**src/rtl/rtc_bus_sequencer.sv**
```systemverilog
// rtc_bus_sequencer
// Runs the physical register accesses on the RTC chip's multiplexed
// address/data bus. A start strobe latches the Control mode and the
// sequencer then plays that mode's fixed burst of accesses. Each access is
// an address phase, a one-cycle gap, a data phase and a trailing gap.
//
// Ports
//   reloj, resetM        clock (rising edge), async active-low reset
//   Control, start       mode select (00=I 01=L 10=E 11=M_S), burst strobe
//   wr_data / wr_idx     write byte supplied for the register at wr_idx
//   rd_data/rd_idx/rd_valid  captured read byte, its index, 1-cycle strobe
//   busy, done           burst in progress, 1-cycle end-of-burst strobe
//   CS_n RD_n WR_n AD_n  RTC pin strobes (AD_n: 0 = address, 1 = data)
//   ad_out, ad_oe, ad_in bus drive value, drive enable, bus sample
//
// Build option
//   RTC_XFER_CMD_EN  when defined, an L burst is preceded by a 0xF0 command
//                    write and an E burst is followed by a 0xF1 command write.
//
// state | meaning
// IDLE  | waiting for start
// ADDR  | address phase, T_PH cycles
// GAP1  | one cycle between address and data phase
// DATA  | data phase, T_PH cycles
// GAP2  | T_GAP idle cycles, then next access or DONE
// DONE  | one-cycle done strobe
module rtc_bus_sequencer #(
  parameter int T_PH  = 8,
  parameter int T_GAP = 2,
  parameter int N_REG = 9
) (
  input  logic       reloj,
  input  logic       resetM,
  input  logic [1:0] Control,
  input  logic       start,
  input  logic [7:0] wr_data,
  output logic [3:0] wr_idx,
  output logic [7:0] rd_data,
  output logic [3:0] rd_idx,
  output logic       rd_valid,
  output logic       busy,
  output logic       done,
  output logic       CS_n,
  output logic       RD_n,
  output logic       WR_n,
  output logic       AD_n,
  output logic [7:0] ad_out,
  output logic       ad_oe,
  input  logic [7:0] ad_in
);

`ifdef RTC_XFER_CMD_EN
  localparam bit CMD_EN = 1'b1;
`else
  localparam bit CMD_EN = 1'b0;
`endif

  localparam logic [4:0] PH_LD    = 5'(T_PH - 1);
  localparam logic [4:0] GAP_LD   = 5'(T_GAP - 1);
  localparam logic [3:0] LAST_REG = 4'(N_REG - 1);

  typedef enum logic [2:0] {
    S_IDLE, S_ADDR, S_GAP1, S_DATA, S_GAP2, S_DONE
  } state_t;

  typedef enum logic [1:0] {
    M_I = 2'b00, M_L = 2'b01, M_E = 2'b10, M_S = 2'b11
  } mode_t;

  state_t     state, state_nxt;
  mode_t      mode;
  logic [4:0] cnt, cnt_load;
  logic [3:0] idx;
  logic       cmd;        // current access is the transfer command
  logic [7:0] wdata_q;
  logic       last_acc, acc_wr;
  logic [7:0] acc_addr, acc_wdata;

  function automatic logic [7:0] reg_addr(input logic [3:0] i);
    case (i)
      4'd0:    reg_addr = 8'h21;
      4'd1:    reg_addr = 8'h22;
      4'd2:    reg_addr = 8'h23;
      4'd3:    reg_addr = 8'h24;
      4'd4:    reg_addr = 8'h25;
      4'd5:    reg_addr = 8'h26;
      4'd6:    reg_addr = 8'h41;
      4'd7:    reg_addr = 8'h42;
      4'd8:    reg_addr = 8'h43;
      default: reg_addr = 8'h00;
    endcase
  endfunction

  // What the current access looks like
  always_comb begin
    last_acc  = (mode == M_I) ? (idx == 4'd1) : (idx == LAST_REG);
    acc_wr    = cmd || (mode != M_L);
    acc_addr  = reg_addr(idx);
    acc_wdata = wr_data;
    if (cmd) begin
      acc_addr  = (mode == M_L) ? 8'hF0 : 8'hF1;
      acc_wdata = acc_addr;
    end else if (mode == M_I) begin
      acc_addr  = 8'h02;
      acc_wdata = (idx == 4'd0) ? 8'h10 : 8'h00;
    end
  end

  always_comb begin
    state_nxt = state;
    case (state)
      S_IDLE: if (start) state_nxt = (mode_t'(Control) == M_S) ? S_DONE : S_ADDR;
      S_ADDR: if (cnt == 5'd0) state_nxt = S_GAP1;
      S_GAP1: state_nxt = S_DATA;
      S_DATA: if (cnt == 5'd0) state_nxt = S_GAP2;
      S_GAP2: begin
        if (cnt == 5'd0) begin
          if (cmd)                              // prefix leads into reg 0, suffix ends burst
            state_nxt = (mode == M_E) ? S_DONE : S_ADDR;
          else if (!last_acc)
            state_nxt = S_ADDR;
          else if (CMD_EN && mode == M_E)
            state_nxt = S_ADDR;
          else
            state_nxt = S_DONE;
        end
      end
      S_DONE: state_nxt = S_IDLE;
      default: state_nxt = S_IDLE;
    endcase

    case (state_nxt)
      S_ADDR, S_DATA: cnt_load = PH_LD;
      S_GAP2:         cnt_load = GAP_LD;
      default:        cnt_load = 5'd0;
    endcase
  end

  always_ff @(posedge reloj or negedge resetM) begin
    if (!resetM) begin
      state <= S_IDLE;
      cnt   <= 5'd0;
    end else begin
      state <= state_nxt;
      if (state_nxt != state) cnt <= cnt_load;
      else if (cnt != 5'd0)   cnt <= cnt - 5'd1;
    end
  end

  always_ff @(posedge reloj or negedge resetM) begin
    if (!resetM) begin
      mode <= M_I;
      idx  <= 4'd0;
      cmd  <= 1'b0;
    end else if (state == S_IDLE && start) begin
      mode <= mode_t'(Control);
      idx  <= 4'd0;
      cmd  <= CMD_EN && (mode_t'(Control) == M_L);
    end else if (state == S_GAP2 && cnt == 5'd0) begin
      if (cmd)
        cmd <= 1'b0;
      else if (!last_acc)
        idx <= idx + 4'd1;
      else if (CMD_EN && mode == M_E)
        cmd <= 1'b1;
    end
  end

  // Write byte is frozen on the first address cycle so the data phase
  // drives a stable value even if wr_data moves afterwards.
  always_ff @(posedge reloj or negedge resetM) begin
    if (!resetM) begin
      wdata_q  <= 8'h00;
      rd_data  <= 8'h00;
      rd_idx   <= 4'd0;
      rd_valid <= 1'b0;
    end else begin
      rd_valid <= 1'b0;
      if (state == S_ADDR && cnt == PH_LD)
        wdata_q <= acc_wdata;
      if (state == S_DATA && cnt == 5'd0 && !acc_wr) begin
        rd_data  <= ad_in;
        rd_idx   <= idx;
        rd_valid <= 1'b1;
      end
    end
  end

  assign wr_idx = idx;

  always_comb begin
    CS_n   = 1'b1;
    RD_n   = 1'b1;
    WR_n   = 1'b1;
    AD_n   = 1'b1;
    ad_oe  = 1'b0;
    ad_out = 8'h00;
    busy   = (state != S_IDLE);
    done   = (state == S_DONE);
    case (state)
      S_ADDR: begin
        CS_n   = 1'b0;
        WR_n   = 1'b0;
        AD_n   = 1'b0;
        ad_oe  = 1'b1;
        ad_out = acc_addr;
      end
      S_GAP1: begin
        ad_oe  = 1'b1;
        ad_out = acc_addr;
      end
      S_DATA: begin
        CS_n = 1'b0;
        if (acc_wr) begin
          WR_n   = 1'b0;
          ad_oe  = 1'b1;
          ad_out = wdata_q;
        end else begin
          RD_n = 1'b0;
        end
      end
      default: ;
    endcase
  end

endmodule

```
**config.mk**
```make
export PLATFORM = sky130hd
export DESIGN_NAME = rtc_bus_sequencer
export DESIGN_NICKNAME = d
export VERILOG_FILES = /design/src/rtl/rtc_bus_sequencer.sv
export SDC_FILE = /design/constraint.sdc
export NUM_CORES = 1
export LEC_CHECK = 0
export CORE_MARGIN = 10
export CORE_UTILIZATION = 43
export CTS_BUF_LIST = sky130_fd_sc_hd__clkbuf_4 sky130_fd_sc_hd__clkbuf_8 sky130_fd_sc_hd__clkbuf_16
export DETAILED_ROUTE_END_ITERATION = 10
export PLACE_DENSITY = 0.75
export SLEW_MARGIN = 20
export SYNTH_ARGS = -nofsm -noshare
export SYNTH_HDL_FRONTEND = slang
export SYNTH_SLANG_ARGS = --single-unit
```
**constraint.sdc**
```tcl
create_clock -name reloj -period 1.7 [get_ports reloj]
set_input_delay 0.34 -clock reloj [delete_from_list [all_inputs] [get_ports reloj]]
set_output_delay 0.34 -clock reloj [all_outputs]
set_load 0.02 [all_outputs]
```
Word level (Yosys, flattened, before mapping) --
Memory sizes are Yosys's and may differ from the RTL's. Index checks and enable logic that the tools add are counted.
Storage, ports and cells: register bits 36, ROM bits 80, input port bits 21, output and inout port bits 32, word-level logic and storage cells 84, memories 1
Memories:
- (name not given) | words 16, width 5, read ports 1, clocked after memory_dff 0, wr ports 0, RTL line 80 | case (i)
Cells by class: add/subtract/negate cells 2, eq/ne operators 18, muxes and demuxes 35, reductions and logical operators 19
Operator list (count):
- two-way mux 8 bit | 5
- two-way mux 3 bit | 8
- two-way mux 4 bit | 4
- case mux 8 bit (2 select lines) | 1
- two-way mux 5 bit | 3
- case mux 3 bit (5 select lines) | 1
- two-way mux 1 bit | 10
- == test 3 x 2 -> 1 bit, second input constant | 3
- == test 3 bit, second input constant | 3
- == test 3 x 1 -> 1 bit, second input constant | 2
- inequality test 2 x 1 -> 1 bit, second input constant | 3
- case mux 3 bit (2 select lines) | 1
- OR reduction 2 bit | 3
- == test 5 x 3 -> 1 bit, second input constant | 1
- logical AND 1 bit | 5
- logical NOT 5 bit | 1
- nonzero test 5 bit | 1
- subtractor 5 x 1 -> 5 bit, second input constant | 1
- adder 4 x 1 -> 4 bit, second input constant | 1
- == test 2 bit, second input constant | 2
- == test 4 x 1 -> 1 bit, second input constant | 1
- == test 4 bit, second input constant | 1
- logical NOT 4 bit | 1
- case mux 1 bit (2 select lines) | 2
- 9 further kinds | 10

Logic depth before layout (Yosys ltp) --
Gate-level depths: netlist of run 1.
depth in word-level cells 10, mapped depth 9, depth with buffers taken out 7

Worst setup path before layout of run 1 --
No wires, ideal clock.
kind register -> output, start point register idx[0], in the netlist wr_idx[0], end point output port ad_out[1], arrival 1622 ps, data required time 1360 ps, slack -262 ps, cell stages (with the launch flop) 7, path buffers 1, cell sequence dfrtp_1 > clkbuf_1 > inv_1 > ha_1 > mux2i_1 > o211ai_1 > a32o_1
On the way: word-level cells in the longest chain between the ends 4
RTL lines:
- start, declared | RTL line 73 | logic [3:0] idx;
- start signal, assigned | RTL line 163 | idx <= idx + 4'd1;
- memory (16 x 5 bit)
- two-way mux 8 bit | RTL line 103 | end else if (mode == M_I) begin
- two-way mux 8 bit | RTL line 100 | if (cmd) begin
- case mux 8 bit (2 select lines) | RTL line 200 | case (state)
- end, declared | RTL line 47 | output logic [7:0] ad_out,
No other way between the ends.

Worst setup path in the final report of run 1 --
start point register idx[1], in the netlist wr_idx[1], end point output port ad_out[1]
Same word-level chain as after synthesis.

==> results.py, run 1 <==
metrics = {
    "status": {
        "status": "finished, violations left",
        "violations": "setup timing",
    },
    "pwr": {
        "internal_power_uw": 3960,
        "max-vdd-ir-drop_mv": 1.13,
        "combPwrFrac": 0.647,
        "leakagePower_uw": 0.00152,
        "power_density_nw_per_um2": 2000,
        "netSwitchingFraction": 0.396,
        "seqPwrFrac": 0.216,
        "power_frac_clock": 0.137,
        "p_sw_uw": 2590,
    },
    "placement": {
        "gp_congestion": 0.825,
        "dp_hpwl_um": 4030,
        "io_buffers": 52,
        "placedCellCount": 330,
    },
    "timing": {
        "max_freq_mhz": 525,
        "tns_ns": -1.34,
        "fin_crit_sh": 1.12,
        "setup_viol": 23,
        "worstMarginPinSlew_ns": 0.594,
        "slew_headroom": 0.604,
        "setup_ws_ns": -0.204,
        "hold_viol_final": 0,
        "rsz0062_at_grt": "yes",
        "finClkSkew_ns": 0.00625,
        "slew_violations": 0,
        "fin_crit_ns": 1.90,
    },
    "critical_path": {
        "cp.required_ns": 1.36,
        "r2r-start": "state[1]$_DFF_PN0_",
        "endpoint": "ad_out[1]",
        "path_cells": "inv_2, ha_4, mux2i_1, o211ai_1, a32o_2, buf_6",
        "crit_fanout": 2,
        "cpMaxStageDelayCell": "dfrtp_2",
        "cp-end-kind": "primary output",
        "cp-startpoint": "wr_idx[1]$_DFFE_PN0P_",
        "critPathArrivalTime_ns": 1.56,
        "worstReg2RegEnd": "cnt[2]$_DFFE_PN0P_",
        "criticalPathCategory": "register to primary output",
        "ff2ff_setup_slack_ns": -0.03,
        "reg2reg_depth": 7,
        "cp-start-kind": "register",
        "cpPeakStageDelay_ns": 0.41,
    },
    "cts": {
        "clk_latency_ns": 0.29,
        "cts_htree_levels": 2,
        "cts_tree": "built",
        "cts_root_buffer": "clkbuf_8",
        "path_clk_slew_ns": 0.07,
        "clk_path_buf_depth": 2,
        "cts_num_sinks": 35,
        "numCtsBuffers": 5,
    },
    "yosys": {
        "synth-seq-cells": 35,
        "syn_nets": 222,
        "synth.distinct_cells": 45,
        "yosysWarningCount": 0,
        "netlist.area_leader.share": 0.457,
        "yosys.area.top_type": "dfrtp_1",
        "netlist_instances": 196,
        "yosys-top-cells-area": "dfrtp_1, mux2_2, nand2_1",
        "synth_edf_count": 0,
        "avgSynthCellArea_um2": 9.79,
        "synth-seq-area-share": 0.457,
        "ys.flop_type": "dfrtp_1",
        "synthesis.area_um2": 1920,
        "synth-async-reset-ratio": 1.00,
    },
    "layout": {
        "post-route-util": 0.755,
        "area_growth_pct": 70.3,
        "layout-drive-gt1-share": 0.443,
        "antenna_cells": 0,
        "final_cells": 350,
        "final_nets": 323,
    },
    "floorplanning": {
        "initial_core_util": 0.444,
        "num_rows": 24,
        "dieWidth_um": 86.8,
        "die_height_um": 86.8,
        "coreArea_um2": 4320,
        "pin_count": 53,
        "dieArea_um2": 7530,
    },
    "detailed_routing": {
        "wl_um": 6060,
        "ant_nets": 0,
        "drc": 0,
        "viasPerCell": 5.36,
        "drt_iter0_drc": 147,
        "wl_per_cell_um": 17.3,
        "drt_pass1_iterations": 5,
        "num_vias": 1875,
    },
    "worst_hold_path": {
        "holdCritPathClass": "primary input to asynchronous set/reset pin",
    },
    "global_route": {
        "groute.usage.overall": 0.155,
        "overflow": 0,
        "grt_pass1_wl_um": 9550,
        "grt_pass1_vias": 2030,
        "antenna_found_initial": 0,
        "grt_max_degree": 27,
    },
    "run": {
        "drv_cap": 0,
    },
}
[through the flow]
stage               power [uW]  hold slack, ns  setup slack [ns]  area (um2)
finish                    6540          0.0533            -0.204        3270
global placement          4750           0.374            -0.329        2790
detailed placement        4820           0.371            -0.365        2790
global route              6980          0.0801            -0.271        3270
CTS                       6190          0.0614            -0.218        3150
floorplan                 3280          0.0444           -0.0102        1970
[power by group through the flow]
stage               Sequential (uW)  Clock, uW  Combinational, uW
finish                         1410        898               4230
floorplan                      1480          0               1800
global placement               1380          0               3370
detailed placement             1400          0               3420
CTS                            1390        917               3880
global route                   1470        958               4560
[cells in the mapped netlist, types with 2 or more instances]
cell type,number
buf_2,4
nand2_1,29
o21ai_0,13
xnor2_1,2
nor2_4,2
o211ai_1,2
and3_1,2
nand4_1,4
mux2_2,14
buf_6,3
clkbuf_1,5
a22o_1,2
dfrtp_1,35
a21oi_1,6
nand3_1,3
or2_1,2
inv_1,7
o22ai_1,2
and2_1,2
a31oi_1,2
o21ai_1,2
nor2_1,12
nand3b_1,3
nor3_1,5
xor2_1,2
nand2b_1,6
ha_1,5
inv_2,2
a32o_1,2
[logic make-up after synthesis]
family / share of synthesized area
muxes: 0.0874
xor gates and xnor gates: 0.0183
AOI/OAI and AO/OA: 0.133
adders and majority gates: 0.0326
buffers and inverters: 0.0555
DFF: 0.457
and+or+nand+nor: 0.217
[layer usage]
metal	routed length [um]	vias to the layer above	global-route usage
met3	564	11	0.0722
met4	85	0	0.0324
li1	-	882	-
met1	2420	911	0.176
met5	0	-	0
met2	2980	71	0.260
[area by class of cell]
type	count	area, um2
fillers	300	1060
clock buffers	6	76.3
clock inverters	2	60.1
repair buffers	106	1000
well taps	52	65.1
multi-input cells	140	1150
flip-flops and latches	35	880
inverters	9	38.8
[worst min path at each step]
stage            from                     end  cells after the start  slack [ns]
6_report       resetM      cnt[0]$_DFFE_PN0P_                      1        0.05
2_1_floorplan  resetM      cnt[0]$_DFFE_PN0P_                      0        0.04
4_1_cts        resetM  rd_data[6]$_DFFE_PN0P_                      1        0.06
3_3_place_gp   resetM      cnt[1]$_DFFE_PN0P_                      1        0.37
5_1_grt        resetM  rd_data[6]$_DFFE_PN0P_                      1        0.08
3_5_place_dp   resetM      cnt[2]$_DFFE_PN0P_                      1        0.37
[layout by cell type (no fill, tap or decap), types with 3 or more instances in the layout]
master           synthesis  routed
buf_4                    0      41
dfrtp_1                 35      32
clkdlybuf4s50_1          0      32
nand2_1                 29      26
buf_6                    3      25
mux2_4                   0      12
o21ai_0                 13      10
nor2_1                  12       8
inv_2                    2       5
nor2_4                   2       5
a21oi_1                  6       5
clkbuf_8                 0       5
nand2b_1                 6       4
nand4_1                  4       4
dlygate4sd2_1            0       4
inv_1                    7       3
or2_1                    2       3
nand3b_1                 3       3
nand2_2                  1       3
nand3_1                  3       3
o21ai_1                  2       3
nor3_1                   5       3
ha_1                     5       3
dfrtp_2                  0       3
[registers in the layout, summed over array words and instances, names as in the netlist]
signal	cells
wr_idx	4
cnt	5
wdata_q	8
rd_data	8
mode	2
rd_idx	4
state	3
rd_valid	1
[timing repair]
item                                    in CTS  in global routing
hold buffers                                 0                  0
pin swaps                                   10                 14
cloned                                       1                  0
hold endpoints to repair                     0                  0
gates resized for setup                    120                 41
endpoints found under the setup margin      38                 39
buffers inserted                            11                  8
[worst max-delay path: cells and delay by family (launching register included)]
kind	cells	cell delay (ns)
fa+ha+maj	1	0.20
buf+inv	2	0.20
flops	1	0.41
mux	1	0.12
compound gates	2	0.37
No activity file was read; power rests on OpenSTA's default activity.
==> run 2, diff against run 1 <==
==> constraint.sdc (replaced) <==
create_clock -name reloj -period 1.7 [get_ports reloj]
set_input_delay 0.255 -clock reloj [delete_from_list [all_inputs] [get_ports reloj]]
set_output_delay 0.255 -clock reloj [all_outputs]
set_load 0.02 [all_outputs]
==> results.py, run 2 (synthesis results as in run 1) <==
metrics = {
    "floorplanning": {
        "dieArea_um2": 7530,
        "initial_core_util": 0.444,
        "coreArea_um2": 4320,
        "num_rows": 24,
        "dieWidth_um": 86.8,
        "pin_count": 53,
        "die_height_um": 86.8,
    },
    "layout": {
        "fillCellCount": 298,
        "final_cells": 358,
        "layout-drive-gt1-share": 0.493,
        "multi_input_area_um2": 1160,
        "area_growth_pct": 71.9,
        "layout_commonest_cell": "buf_4",
        "layout_common_cells": "buf_4, dfrtp_1, clkdlybuf4s50_1",
        "antenna_cells": 0,
        "regArea_um2": 880,
        "final_nets": 331,
        "reg_top3": "rd_data (8), wdata_q (8), cnt (5)",
    },
    "detailed_routing": {
        "num_vias": 1964,
        "drt_iter0_drc": 135,
        "ant_nets": 0,
        "viasPerCell": 5.49,
        "drc": 0,
        "wl_per_cell_um": 17.9,
        "wl_um": 6410,
        "drt_pass1_iterations": 4,
    },
    "global_route": {
        "grt_pass1_wl_um": 9670,
        "grt_max_degree": 29,
        "overflow": 0,
        "groute.usage.overall": 0.158,
        "antenna_found_initial": 0,
        "grt_pass1_vias": 2004,
    },
    "cts": {
        "cts_tree": "built",
        "cts_num_sinks": 35,
        "numCtsBuffers": 5,
        "cts_root_buffer": "clkbuf_8",
        "postCtsHoldBufs": 0,
        "path_clk_slew_ns": 0.07,
        "clk_latency_ns": 0.29,
        "cts_htree_levels": 2,
        "clk_path_buf_depth": 2,
    },
    "pwr": {
        "power_frac_clock": 0.094,
        "netSwitchingFraction": 0.417,
        "seqPwrFrac": 0.224,
        "leakagePower_uw": 0.00154,
        "internal_power_uw": 3750,
        "p_sw_uw": 2680,
        "combPwrFrac": 0.682,
        "power_density_nw_per_um2": 1950,
        "max-vdd-ir-drop_mv": 1.01,
    },
    "timing": {
        "whs_ns": -0.0121,
        "fin_crit_sh": 1.09,
        "worstMarginPinSlew_ns": 0.655,
        "max_freq_mhz": 542,
        "rsz0062_at_grt": "yes",
        "slew_headroom": 0.564,
        "hold_viol_final": 20,
        "slew_violations": 0,
        "setup_ws_ns": -0.145,
        "finClkSkew_ns": 0.00481,
        "setup_viol": 34,
        "fin_crit_ns": 1.84,
    },
    "placement": {
        "io_buffers": 52,
        "placedCellCount": 328,
        "gp_congestion": 0.847,
        "dp_worst_setup_slack_ns": -0.274,
        "dp_hpwl_um": 4140,
    },
    "critical_path": {
        "criticalPathCategory": "register to primary output",
        "cp-start-kind": "register",
        "reg2reg_depth": 11,
        "cp-end-kind": "primary output",
        "critPathArrivalTime_ns": 1.59,
        "cp.required_ns": 1.44,
        "crit_fanout": 2,
        "ff2ff_setup_slack_ns": -0.12,
    },
    "worst_hold_path": {
        "holdCritPathClass": "primary input to asynchronous set/reset pin",
    },
    "status": {
        "violations": "hold timing, setup timing",
        "status": "finished, violations left",
    },
    "run": {
        "drv_cap": 0,
    },
}
## run 2: cell types whose count changed in the layout (fill, tap and decap cells not counted), moves of 3 or more
cell     change
nand2_2      +7
buf_4        +4
o21ai_0      -5
o21ai_1      +3
nand2_1      -8
buf_6        +4
## run 2: critical path, cell delays in order, from the launching register on
cell and delay (ns):
dfrtp_1 0.39, inv_2 0.07, ha_4 0.20, mux2i_1 0.14, o211ai_1 0.10, a32o_1 0.27, buf_6 0.13
## run 2: stage by stage
| stage | instance area (um2) | util | setup TNS, ns | hold slack (ns) | power (uW) |
|---|---|---|---|---|---|
| after floorplan | 1940 | - | -0.0477 | -0.0406 | 3220 |
| after global placement | 2760 | 0.637 | -1.92 | 0.307 | 4680 |
| after detailed placement | 2760 | 0.637 | -2.81 | 0.323 | 4750 |
| after CTS | 3070 | 0.711 | -1.81 | 0.00748 | 5760 |
| after global routing | 3300 | 0.762 | -4.99 | 0.0275 | 6850 |
| final | 3300 | 0.762 | -2.43 | -0.0121 | 6430 |
## run 2: path summary, 6_finish.rpt
check | start | endpoint
max | wr_idx[1]$_DFFE_PN0P_ | ad_out[1]
max reg2reg | state[0]$_DFF_PN0_ | wdata_q[4]$_DFFE_PN0P_
min in group reloj | wr_data[2] | wdata_q[2]$_DFFE_PN0P_
min | resetM | cnt[0]$_DFFE_PN0P_
min reg2reg | wdata_q[6]$_DFFE_PN0P_ | wdata_q[6]$_DFFE_PN0P_
max in group asynchronous | resetM | rd_idx[2]$_DFFE_PN0P_
## run 2: cell type report
| type | count | area share |
|---|---|---|
| sequential | 35 | 0.267 |
| clock buffer | 5 | 0.0209 |
| clock inverter | 3 | 0.00607 |
| multi-input combinational | 140 | 0.353 |
| timing repair buffer | 114 | 0.322 |
| inverter | 9 | 0.0118 |
| tap | 52 | 0.0197 |
## run 2: power by group through the flow
stage	Combinational (uW)	Sequential, uW	Clock [uW]
finish	4380	1440	605
global route	4730	1470	649
CTS	3770	1380	617
detailed placement	3360	1390	0
global placement	3310	1370	0
floorplan	1740	1480	0
## run 2: repair_timing
item | CTS | global route
pin swaps | 14 | 28
resized for setup | 115 | 63
gates cloned | 1 | 2
buffers inserted | 13 | 11
setup endpoints to repair | 32 | 48
## run 2: per-layer routing
layer | track usage | wire, um | vias up
met5 | 0 | 0 | -
met4 | 0.0589 | 136 | 0
met3 | 0.0750 | 648 | 16
met2 | 0.260 | 3200 | 88
met1 | 0.172 | 2420 | 955
li1 | - | - | 905
==> run 3, diff against run 2 <==
Settings changed: CORE_MARGIN 10 to 1.5, HOLD_SLACK_MARGIN set to 0.1.
==> results.py, run 3 (synthesis results as in run 1) <==
metrics = {
    "status": {
        "status": "finished, violations left",
        "violations": "setup timing",
    },
    "pwr": {
        "leakagePower_uw": 0.00152,
        "p_total_uw": 6510,
        "max-vdd-ir-drop_mv": 1.24,
        "power_density_nw_per_um2": 1960,
    },
    "cts": {
        "cts_tree": "built",
        "cts_root_buffer": "clkbuf_8",
        "numCtsBuffers": 5,
        "cts_num_sinks": 35,
        "clk_latency_ns": 0.30,
        "postCtsHoldBufs": 0,
        "path_clk_slew_ns": 0.08,
        "clk_path_buf_depth": 2,
        "cts_htree_levels": 2,
    },
    "critical_path": {
        "critPathArrivalTime_ns": 1.61,
        "cpPeakStageDelay_ns": 0.39,
        "criticalPathCategory": "register to primary output",
        "cp_top_family": "flip-flops",
        "cpMaxStageDelayCell": "dfrtp_1",
        "cp-start-kind": "register",
        "cp_num_buf_inv": 2,
        "cp-end-kind": "primary output",
        "crit_fanout": 2,
        "path_cells": "inv_1, ha_4, mux2i_1, o211ai_1, a32o_2, buf_6",
        "cp.required_ns": 1.44,
    },
    "placement": {
        "dp_hpwl_um": 3560,
        "io_buffers": 52,
        "place_area_um2": 2760,
        "gp_congestion": 0.839,
    },
    "layout": {
        "layout-drive-gt1-share": 0.487,
        "layout_commonest_cell": "buf_4",
        "reg_top3": "rd_data (8), wdata_q (8), cnt (5)",
        "area_growth_pct": 72.9,
        "antenna_cells": 0,
        "layout_common_cells": "buf_4, clkdlybuf4s50_1, dfrtp_1",
        "final_nets": 327,
        "finish.instance_area_um2": 3320,
    },
    "floorplanning": {
        "dieArea_um2": 4870,
        "initial_core_util": 0.444,
        "pin_count": 53,
        "num_rows": 24,
        "coreArea_um2": 4320,
        "dieWidth_um": 69.8,
        "die_height_um": 69.8,
    },
    "timing": {
        "rsz0062_at_grt": "yes",
        "fin_crit_ns": 1.86,
        "tns_ns": -1.27,
        "slew_violations": 0,
        "whs_ns": 0.353,
        "max_freq_mhz": 537,
        "fin_crit_sh": 1.10,
        "setup_ws_ns": -0.163,
        "hold_viol_final": 0,
        "worstMarginPinSlew_ns": 0.452,
        "finClkSkew_ns": 0.0124,
        "setup_viol": 30,
        "slew_headroom": 0.699,
    },
    "global_route": {
        "met1_usage": 0.273,
        "overflow": 0,
        "grt_pass1_vias": 1955,
        "grt-busiest-layer": "met2",
        "grt_max_degree": 36,
        "met3_usage": 0.0625,
        "antenna_found_initial": 0,
        "groute.usage.overall": 0.231,
        "grt_pass1_wl_um": 8880,
        "grt_util_met2": 0.399,
    },
    "detailed_routing": {
        "drt_pass1_iterations": 4,
        "drc": 0,
        "wl_um": 6080,
        "viasPerCell": 5.48,
        "drt_iter0_drc": 156,
        "wl_per_cell_um": 17.2,
        "ant_nets": 0,
        "num_vias": 1939,
    },
    "worst_hold_path": {
        "holdCritPathClass": "primary input to asynchronous set/reset pin",
    },
    "run": {
        "drv_cap": 0,
    },
}
-- run 3: cell count changes in the layout (fill, tap and decap cells not counted), sizes merged --
cell           delta
buf               -5
clkdlybuf4s50     +2
clkbuf            +1
clkinvlp          -1
dlymetal6s2s      -1
-- run 3: stage by stage --
step	instances	setup WS [ns]	util
after floorplan	196	-0.0477	-
final	354	-0.163	0.767
after global routing	354	-0.251	0.767
after CTS	347	-0.163	0.713
after detailed placement	328	-0.251	0.638
after global placement	328	-0.236	0.638
-- run 3: where the power goes --
part           switching [uW]  leakage, uW  total, uW  internal [uW]
logic                    2110      0.00104       4430           2320
clock network             331    0.0000446        633            303
registers                 295     0.000439       1450           1160
total                    2740      0.00152       6510           3780
-- run 3: routing by layer --
metal,routed length (um),share of wire,vias up
li1,-,-,896
met1,2420,0.40,948
met2,3160,0.52,83
met3,381,0.063,12
met4,118,0.019,0
met5,0,0,-
-- run 3: final cells by class --
type | instances | area (um2)
multi-input cells | 140 | 1210
clock inverters | 2 | 12.5
inverters | 9 | 36.3
flip-flops and latches | 35 | 880
fillers | 287 | 1010
clock buffers | 6 | 76.3
well taps | 52 | 65.1
repair buffers | 110 | 1030
-- run 3: repair_timing --
action / 4_1_cts / 5_1_grt
cloned: 1 / 1
setup buffers: 10 / 9
resized for setup: 119 / 60
setup endpoints to repair: 33 / 44
pin swaps: 20 / 21
-- run 3: path summary, 6_finish.rpt --
check | startpoint | endpoint | slack (ns) | depth (start not counted)
max | wr_idx[1]$_DFFE_PN0P_ | ad_out[1] | -0.16 | 6
min | resetM | cnt[0]$_DFFE_PN0P_ | 0.35 | 2
max reg2reg | state[2]$_DFF_PN0_ | cnt[0]$_DFFE_PN0P_ | -0.08 | 7
min reg2reg | wdata_q[6]$_DFFE_PN0P_ | wdata_q[6]$_DFFE_PN0P_ | 0.50 | 2
max in group asynchronous | resetM | wr_idx[0]$_DFFE_PN0P_ | 0.99 | 2
min in group reloj | wr_data[2] | wdata_q[2]$_DFFE_PN0P_ | 0.49 | 3
